## config.mk

```make
export PLATFORM = sky130hd
export DESIGN_NAME = sr_latch_ctrl
export DESIGN_NICKNAME = d
export VERILOG_FILES = /design/src/rtl/sr_latch_ctrl.sv
export SDC_FILE = /design/constraint.sdc
export NUM_CORES = 1
export LEC_CHECK = 0
export CAP_MARGIN = 20
export CORE_AREA = 3 3 50 52
export DETAILED_ROUTE_END_ITERATION = 16
export DIE_AREA = 0 0 53 55
export PLACE_DENSITY = 0.71
export SLEW_MARGIN = 15
export SYNTH_ARGS = -nofsm -noshare
export SYNTH_HDL_FRONTEND = slang
export SYNTH_SLANG_ARGS = --single-unit
```

## constraint.sdc

```tcl
create_clock -name clk -period 1.7 [get_ports clk]
set_input_delay 0.51 -clock clk [delete_from_list [all_inputs] [get_ports clk]]
set_output_delay 0.51 -clock clk [all_outputs]
set_load 0.01 [all_outputs]
```

## src/rtl/sr_latch_ctrl.sv

```systemverilog
// Pulse controller for an external NOR SR latch: arbitrates set/reset requests,
// drives a fixed-width S or R pulse, lets the latch settle, and verifies it by readback.
module sr_latch_ctrl #(
  parameter int PULSE_W  = 2,
  parameter int SETTLE_W = 3,
  parameter int GAP_W    = 1
) (
  input  logic       clk,
  input  logic       rst_n,
  input  logic       set_req,
  output logic       set_ack,
  input  logic       rst_req,
  output logic       rst_ack,
  output logic       S,
  output logic       R,
  input  logic       Q,
  input  logic       Qn,
  output logic       busy,
  output logic       err,
  input  logic       err_clr,
  output logic       state_q,
  output logic [2:0] dbg_state
);

  // Requests are level handshakes: a requester holds req high until it sees its
  // one-cycle ack, and drops req in the following cycle.
  typedef enum logic [2:0] {
    IDLE   = 3'd0,
    DRIVE  = 3'd1,
    SETTLE = 3'd2,
    CHECK  = 3'd3,
    GAP    = 3'd4,
    ERR    = 3'd5
  } fsm_t;

  localparam logic [3:0] PULSE_LD  = 4'(PULSE_W - 1);
  localparam logic [3:0] SETTLE_LD = 4'(SETTLE_W - 1);
  localparam logic [3:0] GAP_LD    = 4'(GAP_W - 1);

  fsm_t       state, state_d;
  logic [3:0] cnt, cnt_d;
  logic       cmd, cmd_d;
  logic       rr_set, rr_set_d;
  logic       q_s1, q_s2, qn_s1, qn_s2;
  logic       pass;
  logic       s_d, r_d, set_ack_d, rst_ack_d, err_d, state_q_d;

  // Q/Qn are asynchronous to clk; only the second flop stage is ever used.
  always_ff @(posedge clk or negedge rst_n) begin
    if (!rst_n) begin
      q_s1  <= 1'b0;
      q_s2  <= 1'b0;
      qn_s1 <= 1'b1;
      qn_s2 <= 1'b1;
    end else begin
      q_s1  <= Q;
      q_s2  <= q_s1;
      qn_s1 <= Qn;
      qn_s2 <= qn_s1;
    end
  end

  assign pass = (q_s2 != qn_s2) && (q_s2 == cmd);

  // State register plus registered outputs, all cleared asynchronously.
  always_ff @(posedge clk or negedge rst_n) begin
    if (!rst_n) begin
      state   <= IDLE;
      cnt     <= 4'd0;
      cmd     <= 1'b0;
      rr_set  <= 1'b0;
      S       <= 1'b0;
      R       <= 1'b0;
      set_ack <= 1'b0;
      rst_ack <= 1'b0;
      err     <= 1'b0;
      state_q <= 1'b0;
    end else begin
      state   <= state_d;
      cnt     <= cnt_d;
      cmd     <= cmd_d;
      rr_set  <= rr_set_d;
      S       <= s_d;
      R       <= r_d;
      set_ack <= set_ack_d;
      rst_ack <= rst_ack_d;
      err     <= err_d;
      state_q <= state_q_d;
    end
  end

  always_comb begin
    state_d  = state;
    cnt_d    = cnt;
    cmd_d    = cmd;
    rr_set_d = rr_set;
    case (state)
      IDLE: begin
        if (set_req || rst_req) begin
          state_d = DRIVE;
          cnt_d   = PULSE_LD;
          cmd_d   = (set_req && rst_req) ? rr_set : set_req;
        end
      end
      DRIVE: begin
        if (cnt == 4'd0) begin
          state_d = SETTLE;
          cnt_d   = SETTLE_LD;
        end else begin
          cnt_d = cnt - 4'd1;
        end
      end
      SETTLE: begin
        if (cnt == 4'd0) state_d = CHECK;
        else             cnt_d   = cnt - 4'd1;
      end
      CHECK: begin
        if (pass) begin
          state_d  = GAP;
          cnt_d    = GAP_LD;
          rr_set_d = ~cmd;  // favour whoever was not just served
        end else begin
          state_d = ERR;
        end
      end
      GAP: begin
        if (cnt == 4'd0) state_d = IDLE;
        else             cnt_d   = cnt - 4'd1;
      end
      ERR: begin
        if (err_clr) state_d = IDLE;
      end
      default: state_d = IDLE;
    endcase
  end

  // Drives are computed from the next state so S/R rise on the granting edge.
  always_comb begin
    s_d       = (state_d == DRIVE) && cmd_d;
    r_d       = (state_d == DRIVE) && !cmd_d;
    set_ack_d = (state == CHECK) && pass && cmd;
    rst_ack_d = (state == CHECK) && pass && !cmd;
    state_q_d = ((state == CHECK) && pass) ? cmd : state_q;
    err_d     = err;
    if ((state == CHECK) && !pass)      err_d = 1'b1;
    else if ((state == ERR) && err_clr) err_d = 1'b0;
  end

  assign busy      = (state != IDLE);
  assign dbg_state = state;

endmodule

```

# ---- Word-level counts from Yosys, hierarchy flattened
# Index checks and enable logic that the tools add are counted.
dict set report classes {
  addsub 1
  n_eq_ne 11
  mux 17
  n_bitwise 1
  reduce_logical 21
}
# cell count
set ops {}
lappend ops {{$pmux 3 s6} 1}
lappend ops {{$mux 4} 4}
lappend ops {{$pmux 4 s4} 1}
lappend ops {{$mux 3} 5}
lappend ops {{$logic_and 1x1->1} 9}
lappend ops {{$eq 3x1->1 const B} 2}
lappend ops {{$eq 3x2->1 const B} 2}
lappend ops {{$eq 3x3->1 const B} 2}
lappend ops {{$mux 1} 6}
lappend ops {{$ne 2x2->1 const B} 3}
lappend ops {{$logic_not 4->1} 1}
lappend ops {{$reduce_and 4->1} 1}
lappend ops {{$reduce_bool 4->1} 1}
lappend ops {{$sub 4x1->4 const B} 1}
lappend ops {{$logic_not 1->1} 3}
lappend ops {{$logic_not 3->1} 1}
lappend ops {{$reduce_bool 3->1} 1}
lappend ops {{$reduce_and 2->1} 1}
lappend ops {{$reduce_bool 2->1} 1}
lappend ops {{$reduce_or 2->1} 1}
lappend ops {{$eq 1x1->1} 1}
lappend ops {{$logic_or 1x1->1} 1}
lappend ops {{$ne 1x1->1} 1}
lappend ops {{$not 1->1} 1}
dict set report word_totals {
  ff_bits 19
  inputBits 7
  elab_cells 65
}

# ---- Depth between registers and ports, before layout
# Gate-level depths: netlist of the first run.
dict set report depth {
  depth_word 6
  ltp_mapped 6
}

# ---- Worst setup path before layout of the first run
# No wires, ideal clock.
dict set report synth_timing {
  path_type {reg-to-reg}
  start {register cnt[0]}
  end {register cnt[2]}
  arrival_ps 1762
  required_ps 1578
  path_slack_ps -183
  path_stages_with_launch 7
  path_buffers 0
  period_less_slack_ps 1883
  path_cell_list {dfrtp_1 > inv_1 > ha_1 > or3b_1 > a221o_1 > o21a_4 > a32o_1}
}
dict set report synth_via {
  elab_chain_len 3
}
# item line
set synth_lines {}
lappend synth_lines {{start, declared} 41} ;# logic [3:0] cnt, cnt_d;
lappend synth_lines {{start signal, assigned} 80} ;# cnt <= cnt_d;
lappend synth_lines {{$sub 4x1->4 or $logic_not 4->1 (tied branches)} n/a}
lappend synth_lines {{$mux 4, or another cell as far along} {114, 127}}
lappend synth_lines {{$pmux 4 s4 or $reduce_and 4->1 (tied branches)} n/a}
# Several ways; a longest one is shown, not always the timed one. The select of a mux whose other input is x is not followed.
# A chain may end at the register's enable or synchronous reset.

# ---- Worst setup path after layout of the first run
dict set report layout_timing {
  start {register cnt[1]}
  end {register cnt[3]}
}
# Same word-level chain as after synthesis.

==> metrics.md, run 1 <==
| Metric | Value |
|---|---|
| Fmax | `0.521 GHz` |
| Post-synth top area cell | `dfrtp_1` |
| Share of the synthesized area in the top cell type | `44.9%` |
| Starting Density | `around 44%` |
| Hold_buf cts | `0` |
| Primary FF master, synth | `dfrtp_1` |
| Number of global-route vias before repair | `approximately 770` |
| Static Leak | `0.675 nW` |
| Core area | `2150 sq um` |
| Port Buf Inserts | `16` |
| Ys async rst share | `100%` |
| WL/cell | `13.7 microns` |
| Crit. End Element | `flop` |
| Register area share after synthesis | `50.5%` |
| Final GP Congestion | `a little over 0.8` |
| Final Cycle Share | `113%` |
| Cell count after synthesis | `91` |
| Synth top cells by count | `dfrtp_1 (17), nor2_1 (7), nor2b_1 (7)` |
| Top-count cell post-synth | `dfrtp_1` |
| R2r endpoint | `cnt[3]$_DFFE_PN0P_` |
| # DRC | `0` |
| Maximum VDD drop | `0.000872 V` |
| Ys Warns | `0` |
| Critical R2R Launch | `cnt[1]$_DFFE_PN0P_` |
| Vias | `roughly 830` |
| Drt first pass iters | `4` |
| Post-synth EDFFs | `0` |
| Cells on Worst Hold Path | `0` |
| I/O Pins | `17` |
| WP data arrival | `2.09 ns` |
| Largest net degree at the start of global routing | `20` |
| Internal power | `~1.5 mW` |
| Total gr overflow | `0` |
| Netlist cell types | `36` |
| Crit path cell chain | `inv_2 > ha_4 > or3b_4 > a221o_1 > buf_4 > o211ai_1 > o211ai_1` |
| Max-slew violations | `0` |
| Final Hold Viols | `0` |
| Hold Path Sink | `qn_s2$_DFF_PN1_` |
| Final wirelength | `2.18 mm` |
| Crit Path Class | `reg2reg` |
| Worst Tran Pin Value | `0.391 ns` |
| Maximum clock path buffer count | `2` |
| Syn Std Cell Area | `around 950 sq um` |
| Row cnt | `17` |
| Clk sinks | `19` |
| Nets | `~140` |
| CP required | `1.87 ns` |
| FF-to-FF setup slack | `-0.22 ns` |
| CTS H-tree depth | `1` |
| Sw Ratio | `roughly two fifths` |
| P_sw | `a little under 1 mW` |
| Initial antenna violation count | `0` |
| Max-slew headroom | `about three quarters` |
| Top cells by area, synth | `dfrtp_1 (45%), dfstp_2 (5.5%), nor2b_1 (4.6%)` |
| Die Footprint | `just under 3000 sq um` |
| Post-route ant nets | `0` |
| Hold Path Class | `reg2reg` |
| Layout cell share with drive strength beyond 1 | `around 32%` |
| Most used cell, CP | `o211ai_1` |
| Skew final | `roughly 0.0035 ns` |
| Vias per inst | `~5.2` |
| Final worst slack | `-0.219 ns` |
| Syn Area/Cell | `10.4 sq um` |
| Chip height | `55 microns` |
| CP startpoint kind | `flop` |
| First DRT Iteration DRCs | `15` |
| Total Power | `approximately 2.5 mW` |
| Clock Root Buffer | `clkbuf_4` |
| Setup violators final | `5` |
| Hpwl dp | `1.53 mm` |
| Area Overhead vs Synth | `44.3%` |
| Failing checks | `negative setup slack` |
| Overall routing resource usage | `17.0%` |
| Min Clock Period, post-route | `~1.9 ns` |
| Worst R2R Path Depth | `7` |
| Synth Net Count | `100` |
| Cell Pwr Density | `1840 nW/um^2` |
| Status | `finished with violations` |
| CTS tree | `done` |
| Clock-pin slew on the worst setup and hold paths | `between 0.1 and 0.15 ns` |
| Sequential fraction of design power | `a little over a quarter` |
| CP max stage delay | `approximately 0.41 ns` |
| Count of state elements after synthesis | `19` |
| Clk_lat worst skew | `~0.3 ns` |
| Ant. Diodes | `0` |
| Hold_sp | `qn_s1$_DFF_PN1_` |
| Combinational fraction of design power | `between 60% and 70%` |
| Die width | `~53 microns` |
| First-pass GRT wire length | `~3.5 mm` |
| Final core utilization | `around 64%` |
| CTS Buf Count | `3` |
| RSZ-0062 raised after global routing | `yes` |
| CP max FO | `3` |
| Worst path slowest cell | `dfrtp_1` |
| FILL cells | `170` |
| Max Cap Viol | `0` |
| Clock power frac | `approximately a tenth` |
stage by stage:
step | instance area, sq um | worst slack [ns] | std cells | setup TNS (ns) | hold slack, ns
detailed placement | 1280 | -0.477 | 152 | -2.07 | 0.342
finish | 1370 | -0.219 | 159 | -0.669 | 0.364
CTS | 1340 | -0.174 | 158 | -0.695 | 0.364
floorplan | 947 | -0.131 | 91 | -0.240 | 0.214
global placement | 1280 | -0.463 | 152 | -1.94 | 0.333
global route | 1370 | -0.354 | 159 | -1.09 | 0.366
power by group through the flow:
stage	Sequential, mW	Clock, mW	Combinational [mW]
after floorplan	0.741	0	0.755
after global placement	0.681	0	1.47
after detailed placement	0.687	0	1.50
after CTS	0.683	0.240	1.52
after global routing	0.703	0.261	1.78
final	0.684	0.233	1.60
layout by cell type, fill, tap and decap left out, types with 2 or more instances in the layout:
cell type / Yosys / routed
a21oi_1: 5 / 5
buf_4: 0 / 22
clkbuf_4: 0 / 3
clkdlybuf4s15_1: 0 / 2
clkdlybuf4s50_1: 0 / 6
dfrtp_1: 17 / 17
dfstp_2: 2 / 2
dlygate4sd2_1: 0 / 3
dlymetal6s2s_1: 0 / 4
inv_1: 5 / 2
inv_2: 0 / 3
nand2_1: 5 / 5
nand2b_1: 3 / 3
nand3b_1: 2 / 2
nor2_1: 7 / 7
nor2b_1: 7 / 7
nor3b_1: 2 / 2
o211ai_1: 4 / 4
o21ai_0: 3 / 3
per-layer routing:
| metal | global-route usage (%) | vias to the layer above | part of all wire [%] |
|---|---|---|---|
| li1 | - | 411 | - |
| met1 | 21.9 | 403 | 45 |
| met2 | 27.3 | 14 | 49 |
| met3 | 2.68 | 6 | 3.1 |
| met4 | 9.79 | 0 | 2.9 |
| met5 | 0 | - | 0 |
area by class of cell:
cell class	count	area, sq um	area share, %
Clock inverter	1	5.00	0.366
Clock buffer	3	22.5	1.65
Timing Repair Buffer	39	338	24.7
Tap cell	28	35.0	2.56
Sequential cell	19	478	35.0
Multi-Input combinational cell	64	469	34.3
Inverter	5	18.8	1.37
registers in the layout, indices dropped and copies added (netlist names):
name       flops
S              1
qn_s2          1
q_s2           1
set_ack        1
cmd            1
R              1
rr_set         1
err            1
state_q        1
cnt            4
dbg_state      3
rst_ack        1
qn_s1          1
q_s1           1
timing repair:
item,in CTS,in global routing
pin swaps,1,0
buffers inserted,2,1
gates resized for setup,11,12
endpoints found under the setup margin,10,11
cell families (layout without fill, tap and decap cells):
group | Yosys count | after routing | synth area share [%]
multiplexers | 3 | 3 | 3.30
AND/OR/NAND/NOR | 35 | 35 | 21.3
buffers and inverters | 8 | 48 | 3.17
flip-flops | 19 | 19 | 50.5
AO/OA/AOI/OAI | 23 | 23 | 18.2
XOR/XNOR | 1 | 1 | 0.925
adder cells (fa/ha/maj) | 2 | 2 | 2.64
worst max-delay path by stage:
stage	start	endpoint	cells past startpoint
finish	cnt[1]$_DFFE_PN0P_	cnt[3]$_DFFE_PN0P_	7
global route	cnt[0]$_DFFE_PN0P_	cnt[3]$_DFFE_PN0P_	7
CTS	cnt[0]$_DFFE_PN0P_	cnt[2]$_DFFE_PN0P_	6
detailed placement	rst_req	cnt[2]$_DFFE_PN0P_	5
global placement	rst_req	cnt[2]$_DFFE_PN0P_	5
floorplan	cnt[0]$_DFFE_PN0P_	cnt[2]$_DFFE_PN0P_	6
critical path: cells and delay by family (launching register included):
| family | cells | cell delay, ns |
|---|---|---|
| compound gates | 3 | 0.63 |
| flops | 1 | 0.41 |
| simple gates | 1 | 0.39 |
| buf+inv | 2 | 0.23 |
| fa+ha+maj | 1 | 0.12 |
Note: power is estimated with default switching activity, not from simulation.
==> inputs of run 2 (changes only) <==
- PLACE_DENSITY: 0.71 -> 0.69
==> metrics.md, run 2 (synthesis results as in run 1) <==
| Metric | Value |
|---|---|
| Status | `finished with violations` |
| Failing checks | `negative setup slack` |
| Final GP Congestion | `0.800 (-1.1%)` |
| Port Buf Inserts | `16 (unchanged)` |
| CP startpoint kind | `flop` |
| Die Footprint | `2920 sq um (unchanged)` |
| CP max stage delay | `0.41 ns (about the same)` |
| Hpwl dp | `1.44 mm (-6.3%)` |
| RSZ-0062 raised after global routing | `yes` |
| CTS H-tree depth | `1 (unchanged)` |
| Worst Setup SP | `cnt[1]$_DFFE_PN0P_` |
| CP required | `1.88 ns (about the same)` |
| Sequential fraction of design power | `27.5% (+0.3 points)` |
| Critical R2R Launch | `cnt[1]$_DFFE_PN0P_` |
| Post-route ant nets | `0 (unchanged)` |
| Final worst slack | `-0.213 ns (+0.00540 ns)` |
| Setup violators final | `4 (-1)` |
| CP top delay family | `compound AO/OA/AOI/OAI gates` |
| Internal power | `1.54 mW (+0.29%)` |
| Initial antenna violation count | `0 (unchanged)` |
| Total gr overflow | `0 (unchanged)` |
| Largest net degree at the start of global routing | `20 (unchanged)` |
| Die width | `53 microns (unchanged)` |
| Dpl ws | `-0.475 ns (+0.00150 ns)` |
| Core area | `2150 sq um (unchanged)` |
| Starting Density | `44.1% (unchanged)` |
| Crit. End Element | `flop` |
| Clk_lat worst skew | `0.31 ns (about the same)` |
| Hold_buf cts | `0 (unchanged)` |
| Largest register FFs | `4 (unchanged)` |
| Most used cell, CP | `o211ai_1` |
| Most frequent cells in the layout | `buf_4 (19), dfrtp_1 (17), nor2_1 (7), nor2b_1 (7), clkdlybuf4s50_1 (6)` |
| Crit path buf inv count | `2 (unchanged)` |
| P_sw | `0.997 mW (+1.7%)` |
| CP max FO | `3 (unchanged)` |
| CTS tree | `done` |
| Worst path slowest cell | `dfrtp_1` |
| Max-slew violations | `0 (unchanged)` |
| Setup TNS | `-0.552 ns (+0.117 ns)` |
| Vias | `848 (+1.7%)` |
| First DRT Iteration DRCs | `26 (+11)` |
| Fmax | `0.523 GHz (+0.28%)` |
| Combinational fraction of design power | `62.9% (-0.7 points)` |
| Vias per inst | `5.33 (+1.7%)` |
| Clk sinks | `19 (unchanged)` |
| Max Cap Viol | `0 (unchanged)` |
| I/O Pins | `17 (unchanged)` |
| Layout cell share with drive strength beyond 1 | `32.8% (+0.76 points)` |
| Crit path cell chain | `inv_2 > ha_4 > or3b_4 > a221o_1 > buf_4 > o211ai_1 > o211ai_1` |
| WL/cell | `14.0 microns (+2.5%)` |
| Final wirelength | `2.23 mm (+2.5%)` |
| Row cnt | `17 (unchanged)` |
| Drt first pass iters | `5 (+1)` |
| Ant. Diodes | `0 (unchanged)` |
| Crit Path Class | `reg2reg` |
| First-pass GRT wire length | `3.29 mm (-6.5%)` |
| Number of global-route vias before repair | `733 (-4.6%)` |
| Skew final | `0.00160 ns (-0.00191 ns)` |
| # DRC | `0 (unchanged)` |
| Static Leak | `0.678 nW (+0.48%)` |
| Area Overhead vs Synth | `46.5%` |
| Worst Tran Pin Value | `0.374 ns (-0.0174 ns)` |
| Overall routing resource usage | `16.0% (-1.0 points)` |
| WP data arrival | `2.09 ns (about the same)` |
| Clock power frac | `9.6% (+0.3 points)` |
| Cell Pwr Density | `1830 nW/um^2 (-0.70%)` |
| Sw Ratio | `39.3% (+0.34 points)` |
| Maximum VDD drop | `0.00100 V (+15%)` |
| Final Hold Slack | `0.363 ns (-0.00110 ns)` |
| Final Hold Viols | `0 (unchanged)` |
| CTS Buf Count | `3 (unchanged)` |
| Clock Root Buffer | `clkbuf_4` |
| Final Cycle Share | `113% (-0.32 points)` |
| Most common cell after layout, fill and taps aside | `buf_4` |
| Chip height | `55 microns (unchanged)` |
| Max-slew headroom | `74.8% (+1.2 points)` |
| Min Clock Period, post-route | `1.91 ns (-0.00540 ns)` |
| Maximum clock path buffer count | `2 (unchanged)` |
| Hold Path Class | `reg2reg` |
| Nets | `141 (unchanged)` |
| Hold_sp | `qn_s1$_DFF_PN1_` |
| Most flops, register | `cnt` |
| Clock-pin slew on the worst setup and hold paths | `0.12 ns (about the same)` |
| Total Power | `2.54 mW (+0.85%)` |
## run 2: final timing paths
| kind | to | slack (ns) | cells past startpoint |
|---|---|---|---|
| setup reg to reg | cnt[3]$_DFFE_PN0P_ | -0.21 | 7 |
| max in group asynchronous | qn_s2$_DFF_PN1_ | 0.92 | 2 |
| setup / recovery | cnt[3]$_DFFE_PN0P_ | -0.21 | 7 |
| min in group asynchronous | set_ack$_DFF_PN0_ | 0.52 | 2 |
| hold reg to reg | qn_s2$_DFF_PN1_ | 0.36 | 0 |
| hold / removal | qn_s2$_DFF_PN1_ | 0.36 | 0 |
## run 2: metal layers
layer | global-route usage [%] | share of wire (%)
met3 | 3.22 | 5.0
met1 | 19.1 | 43
met5 | 0 | 0
met4 | 6.38 | 2.7
met2 | 28.3 | 49
## run 2: final cells by class
cell class | instances | area (sq um)
timing repair buffer | 39 | 350
sequential | 19 | 478
tap | 28 | 35.0
clock inverter | 1 | 7.51
clock buffer | 3 | 22.5
inverter | 5 | 18.8
multi-input combinational | 64 | 475
fill | 166 | 761
## run 2: through the flow
stage / area (sq um) / util [%] / instances
after floorplan: 947 / - / 91
after global placement: 1250 / 58.2 / 148
after detailed placement: 1250 / 58.2 / 148
after CTS: 1300 / 60.7 / 153
after global routing: 1390 / 64.6 / 159
final: 1390 / 64.6 / 159
## run 2: what timing repair did
| action | CTS | global route |
|---|---|---|
| pin swaps | 2 | 2 |
| setup buffers | 1 | 5 |
| endpoints found under the setup margin | 10 | 12 |
| gates resized for setup | 16 | 13 |
| cloned | 0 | 1 |
## run 2: power by group through the flow
stage          sequential [mW]  clock [mW]  combinational (mW)
2_1_floorplan            0.741           0               0.755
3_3_place_gp             0.678           0                1.38
5_1_grt                  0.716       0.269                1.74
3_5_place_dp             0.685           0                1.39
4_1_cts                  0.686       0.247                1.42
6_report                 0.699       0.244                1.60
